File: config.mk
export PLATFORM = sky130hd
export DESIGN_NAME = sync_fifo_flex
export DESIGN_NICKNAME = d
export VERILOG_FILES = /design/src/rtl/fifo_pkg.sv /design/src/rtl/fifo_mem.sv /design/src/rtl/sync_fifo_flex.sv
export SDC_FILE = /design/constraint.sdc
export NUM_CORES = 1
export LEC_CHECK = 0
export CAP_MARGIN = 20
export CELL_PAD_IN_SITES_DETAIL_PLACEMENT = 1
export CELL_PAD_IN_SITES_GLOBAL_PLACEMENT = 1
export CORE_MARGIN = 3
export CORE_UTILIZATION = 55
export DETAILED_ROUTE_END_ITERATION = 7
export DONT_BUFFER_PORTS = 1
export PLACE_DENSITY_LB_ADDON = 0.1
export RECOVER_POWER = 100
export SETUP_SLACK_MARGIN = 0.1
export SLEW_MARGIN = 20
export SYNTH_ARGS = -nofsm -noshare
export SYNTH_HDL_FRONTEND = slang
export SYNTH_SLANG_ARGS = --single-unit
File: constraint.sdc
create_clock -name clk -period 3.5 [get_ports clk]
set_clock_uncertainty 0.05 [all_clocks]
set_input_delay 0.525 -clock clk [delete_from_list [all_inputs] [get_ports clk]]
set_output_delay 0.525 -clock clk [all_outputs]
set_load 0.02 [all_outputs]
File: src/rtl/fifo_pkg.sv
// Shared width helpers and read-mode encoding for the flexible synchronous FIFO.
package fifo_pkg;

  typedef enum logic {
    STD  = 1'b0,
    FWFT = 1'b1
  } rd_mode_e;

  // One extra pointer bit separates "full" from "empty" when the pointers have lapped.
  function automatic int ptr_w(input int depth);
    return $clog2(depth) + 1;
  endfunction

  function automatic int cnt_w(input int depth);
    return $clog2(depth) + 1;
  endfunction

endpackage

File: src/rtl/fifo_mem.sv
// Simple dual-port storage: one synchronous write port, one combinational read port.
module fifo_mem #(
  parameter int DATA_WIDTH = 8,
  parameter int DEPTH      = 16,
  parameter int AW         = $clog2(DEPTH)
) (
  input  logic                  clk,
  input  logic                  we,
  input  logic [AW-1:0]         waddr,
  input  logic [DATA_WIDTH-1:0] wdata,
  input  logic [AW-1:0]         raddr,
  output logic [DATA_WIDTH-1:0] rdata
);

  logic [DATA_WIDTH-1:0] mem [DEPTH];

  // NOTE: the array has no reset; clearing it would force a flop-based implementation and
  // the occupancy logic already guarantees stale words are never presented as valid.
  always_ff @(posedge clk) begin
    if (we) mem[waddr] <= wdata;
  end

  assign rdata = mem[raddr];

endmodule

File: src/rtl/sync_fifo_flex.sv
// Synchronous FIFO with standard or first-word-fall-through read, threshold flags and sticky errors.
module sync_fifo_flex #(
  parameter int DATA_WIDTH = 8,
  parameter int DEPTH      = 16,
  parameter int FWFT       = 0,
  parameter int AF_LEVEL   = DEPTH - 2,
  parameter int AE_LEVEL   = 2
) (
  input  logic                                clk,
  input  logic                                rst,
  input  logic                                clr,
  input  logic                                wr_en,
  input  logic [DATA_WIDTH-1:0]               din,
  input  logic                                rd_en,
  output logic [DATA_WIDTH-1:0]               dout,
  output logic                                full,
  output logic                                empty,
  output logic                                almost_full,
  output logic                                almost_empty,
  output logic [fifo_pkg::cnt_w(DEPTH)-1:0]   count,
  output logic                                overflow,
  output logic                                underflow
);

  localparam int AW = $clog2(DEPTH);
  localparam int PW = fifo_pkg::ptr_w(DEPTH);
  localparam int CW = fifo_pkg::cnt_w(DEPTH);
  localparam fifo_pkg::rd_mode_e MODE = (FWFT != 0) ? fifo_pkg::FWFT : fifo_pkg::STD;
  localparam logic [CW-1:0] AF_CMP = CW'(AF_LEVEL);
  localparam logic [CW-1:0] AE_CMP = CW'(AE_LEVEL);

  logic [PW-1:0]         wr_ptr, rd_ptr;
  logic [CW-1:0]         cnt;
  logic [DATA_WIDTH-1:0] rd_data, dout_q;
  logic                  armed;
  logic                  wr_fire, rd_fire;

  // Flags come straight from the registered pointers, so they change only after an edge.
  assign empty = (wr_ptr == rd_ptr);
  assign full  = (wr_ptr[AW-1:0] == rd_ptr[AW-1:0]) && (wr_ptr[PW-1] != rd_ptr[PW-1]);

  assign count        = cnt;
  assign almost_full  = (cnt >= AF_CMP);
  assign almost_empty = (cnt <= AE_CMP);

  // The first edge after reset release only arms the FIFO; nothing is accepted on it.
  assign wr_fire = armed && !clr && wr_en && !full;
  assign rd_fire = armed && !clr && rd_en && !empty;

  always_ff @(posedge clk or posedge rst) begin
    if (rst) begin
      wr_ptr    <= '0;
      rd_ptr    <= '0;
      cnt       <= '0;
      overflow  <= 1'b0;
      underflow <= 1'b0;
      dout_q    <= '0;
      armed     <= 1'b0;
    end else if (!armed) begin
      // NOTE: state registers use non-blocking assignments so every flop samples
      // pre-edge values regardless of statement order.
      armed <= 1'b1;
    end else if (clr) begin
      wr_ptr    <= '0;
      rd_ptr    <= '0;
      cnt       <= '0;
      overflow  <= 1'b0;
      underflow <= 1'b0;
    end else begin
      if (wr_fire) wr_ptr <= wr_ptr + PW'(1);
      if (rd_fire) rd_ptr <= rd_ptr + PW'(1);
      if (wr_fire && !rd_fire)      cnt <= cnt + CW'(1);
      else if (rd_fire && !wr_fire) cnt <= cnt - CW'(1);
      if (wr_en && full)  overflow  <= 1'b1;
      if (rd_en && empty) underflow <= 1'b1;
      if (rd_fire && MODE == fifo_pkg::STD) dout_q <= rd_data;
    end
  end

  fifo_mem #(
    .DATA_WIDTH (DATA_WIDTH),
    .DEPTH      (DEPTH),
    .AW         (AW)
  ) u_mem (
    .clk   (clk),
    .we    (wr_fire),
    .waddr (wr_ptr[AW-1:0]),
    .wdata (din),
    .raddr (rd_ptr[AW-1:0]),
    .rdata (rd_data)
  );

  // Fall-through mode shows the head word directly; it is forced to zero while empty.
  assign dout = (MODE == fifo_pkg::FWFT) ? (empty ? '0 : rd_data) : dout_q;

endmodule

==> flow_metrics.py <==
metrics = {
    "synthesis": {
        "ys.flop_type": "edfxtp_1",
        "synth_top_area_cell": "edfxtp_1",
        "ys.warnings.count": 0,
        "yosys-top-cells-count": "edfxtp_1, mux4_2, dfrtp_1, and3_1, nor2_1",
        "ys_ff_latch": 154,
        "ys_types": 48,
        "yosysMostFrequentCell": "edfxtp_1",
        "syn_area_um2": 6470,
        "synth_fp_nets": 372,
        "syn_area_per_cell_um2": 18.6,
        "synth_top_cell_area_share": 0.594,
        "synth_enable_flop_cells": 128,
        "yosysSeqAreaShare": 0.694,
        "synthCells": 349,
        "synthTopCellsByArea": "edfxtp_1, mux4_2, dfrtp_1, and3_1, ha_1",
        "async_flop_share": 0.169,
    },
    "sta": {
        "slew_violations": 0,
        "hold_viol": 0,
        "slew_headroom": 0.0271,
        "rsz0062_at_grt": "false",
        "holdWs_ns": 0.140,
        "period_minus_slack_ns": 3.07,
        "worst_pin_slew_ns": 1.42,
        "finalCritPeriodShare": 0.878,
        "setup_viol": 0,
        "max_clock_freq_mhz": 326,
        "setup_tns_ns": 0,
    },
    "min_path": {
        "holdPathStages": 0,
        "min-delay-start": "din[7]",
        "min_to": "u_mem.mem[13][7]$_DFFE_PP_",
        "min_path_type": "input pin to flip-flop",
    },
    "cells_and_area": {
        "diodes": 0,
        "final_nets": 379,
        "drive_gt1_frac": 0.236,
        "syn_to_final_growth_pct": 10.8,
        "final_area_um2": 7180,
        "fillers": 927,
    },
    "status": {
        "status": "finished, final reports clean",
    },
    "global_route": {
        "grt_pass1_vias": 3565,
        "antenna_found_initial": 0,
        "grt_max_degree": 38,
        "grt_overflow_total": 0,
        "grt_util_all_layers": 0.233,
        "grt_pass1_wl_um": 21300,
    },
    "clock_tree": {
        "cts_root_buf": "clkbuf_16",
        "clkSinkCount": 154,
        "clock_path_buffers": 2,
        "cts_tree": "built",
        "path_clk_slew_ns": 0.06,
        "htree_levels": 4,
        "cts_setup_buffers": 0,
        "clk-insertion-delay-late_ns": 0.43,
        "cts_made_buffers": 17,
    },
    "drt": {
        "drc": 0,
        "wl_per_cell_um": 27.0,
        "drtAntennaViolNets": 0,
        "vias_per_cell": 6.43,
        "vias": 3273,
        "drt_pass1_iterations": 5,
        "drt_iter0_drc": 408,
        "wl_um": 13700,
    },
    "critical_path": {
        "crit_required_ns": 3.80,
        "rrSetupSlack_ns": 0.43,
        "critPathLaunchType": "flip-flop",
        "arrival_ns": 3.37,
        "reg2reg_from": "wr_ptr[3]$_DFFE_PP0P_",
        "cp_max_fo": 6,
        "r2r_cells": 11,
        "critPathKind": "flip-flop to flip-flop",
        "endpoint_kind": "flip-flop",
        "rr_endpoint": "count[4]$_DFFE_PP0P_",
    },
    "floorplan": {
        "start_util": 0.580,
        "num_rows": 38,
        "pin_count": 32,
        "dieArea_um2": 13100,
        "fp.dieH_um": 115,
        "coreArea_um2": 11200,
        "fp.dieW_um": 115,
    },
    "placed_design": {
        "place.detailed.hpwl_um": 8590,
        "portBuffers": 0,
        "place.gp.congestion": 0.765,
        "placed_area_um2": 6620,
    },
    "power_and_ir_drop": {
        "powerDensity_nw_per_um2": 726,
        "power.leakage_nw": 2.47,
        "ir_drop_uv": 435,
    },
    "flow_run": {
        "maxCapViolations": 0,
    },
}
-- where the power goes --
group          switching (mW)  internal [mW]
registers               0.192           2.09
logic                   0.577          0.535
clock network           0.748           1.06
-- sequential cells by signal (all words and copies together), names as in the netlist --
register	count
wr_ptr	5
rd_ptr	5
dout	8
overflow	1
armed	1
underflow	1
u_mem.mem	128
count	5
-- per-stage QoR --
stage | total power, mW | setup WS (ns) | util | instances
after global placement | 3.43 | 0.560 | 0.590 | 475
after floorplan | 3.24 | 0.390 | - | 349
final | 5.21 | 0.429 | 0.642 | 509
after global routing | 5.46 | 0.163 | 0.642 | 509
after detailed placement | 3.46 | 0.399 | 0.592 | 476
after CTS | 5.28 | 0.356 | 0.646 | 509
-- cell usage in the layout (no fill, tap or decap), types with 4 or more instances in the layout --
| cell | instances |
|---|---|
| edfxtp_1 | 128 |
| mux4_2 | 40 |
| dfrtp_1 | 25 |
| and3_1 | 20 |
| clkbuf_16 | 17 |
| nor2_1 | 11 |
| inv_1 | 10 |
| mux2_2 | 9 |
| ha_1 | 9 |
| xnor2_1 | 7 |
| a21oi_1 | 5 |
| nand2_1 | 5 |
| nand3_1 | 5 |
| xor2_1 | 4 |
| a31oi_1 | 4 |
-- worst max-delay path by stage --
stage                                     start              endpoint  slack, ns  cells past startpoint
after floorplan           rd_ptr[0]$_DFFE_PP0P_  count[4]$_DFFE_PP0P_       0.39                     15
after global placement    wr_ptr[2]$_DFFE_PP0P_  count[4]$_DFFE_PP0P_       0.56                     11
after detailed placement  wr_ptr[1]$_DFFE_PP0P_  count[4]$_DFFE_PP0P_       0.40                     11
after CTS                 wr_ptr[1]$_DFFE_PP0P_  count[4]$_DFFE_PP0P_       0.36                     11
after global routing      wr_ptr[0]$_DFFE_PP0P_  count[4]$_DFFE_PP0P_       0.16                     11
final                     wr_ptr[3]$_DFFE_PP0P_  count[4]$_DFFE_PP0P_       0.43                     11
-- cell type report --
cell class / instances / area (um^2) / area share
sequential: 154 / 4500 / 0.626
clock buffer: 17 / 425 / 0.0593
inverter: 10 / 37.5 / 0.00523
tap: 140 / 175 / 0.0244
timing repair buffer: 7 / 45.0 / 0.00628
clock inverter: 15 / 165 / 0.0230
multi-input combinational: 166 / 1830 / 0.255
-- timing repair --
action,CTS,global route
resized for setup,0,1
endpoints found under the hold margin,8,0
hold buffers,1,0
setup endpoints to repair,0,1
-- cell families (layout without fill, tap and decap cells) --
kind of cell	after synthesis	after routing	share of synthesized area
AO/OA/AOI/OAI	33	33	0.0375
XOR/XNOR	11	11	0.0149
adder cells (fa/ha/maj)	10	10	0.0205
buffers and inverters	29	49	0.0216
flip-flops	154	154	0.694
multiplexers	51	51	0.158
other	1	1	0.000579
AND/OR/NAND/NOR	60	60	0.0528
-- critical path, cell delays in order, from the launching register on --
cell	delay, ns
dfrtp_1	0.45
xnor2_1	0.21
and4_1	0.36
nand2_1	0.15
and3_1	0.24
o31ai_1	0.20
ha_1	0.37
a21o_1	0.16
a21oi_1	0.26
nand3_1	0.13
a221o_1	0.33
o211ai_1	0.09
-- layer usage --
metal / part of all wire / track usage / up-vias
met5: 0 / 0 / -
met2: 0.49 / 0.353 / 112
li1: - / - / 1430
met1: 0.43 / 0.330 / 1706
met3: 0.058 / 0.0608 / 25
met4: 0.022 / 0.0903 / 0
No activity file was read; power rests on OpenSTA's default activity.
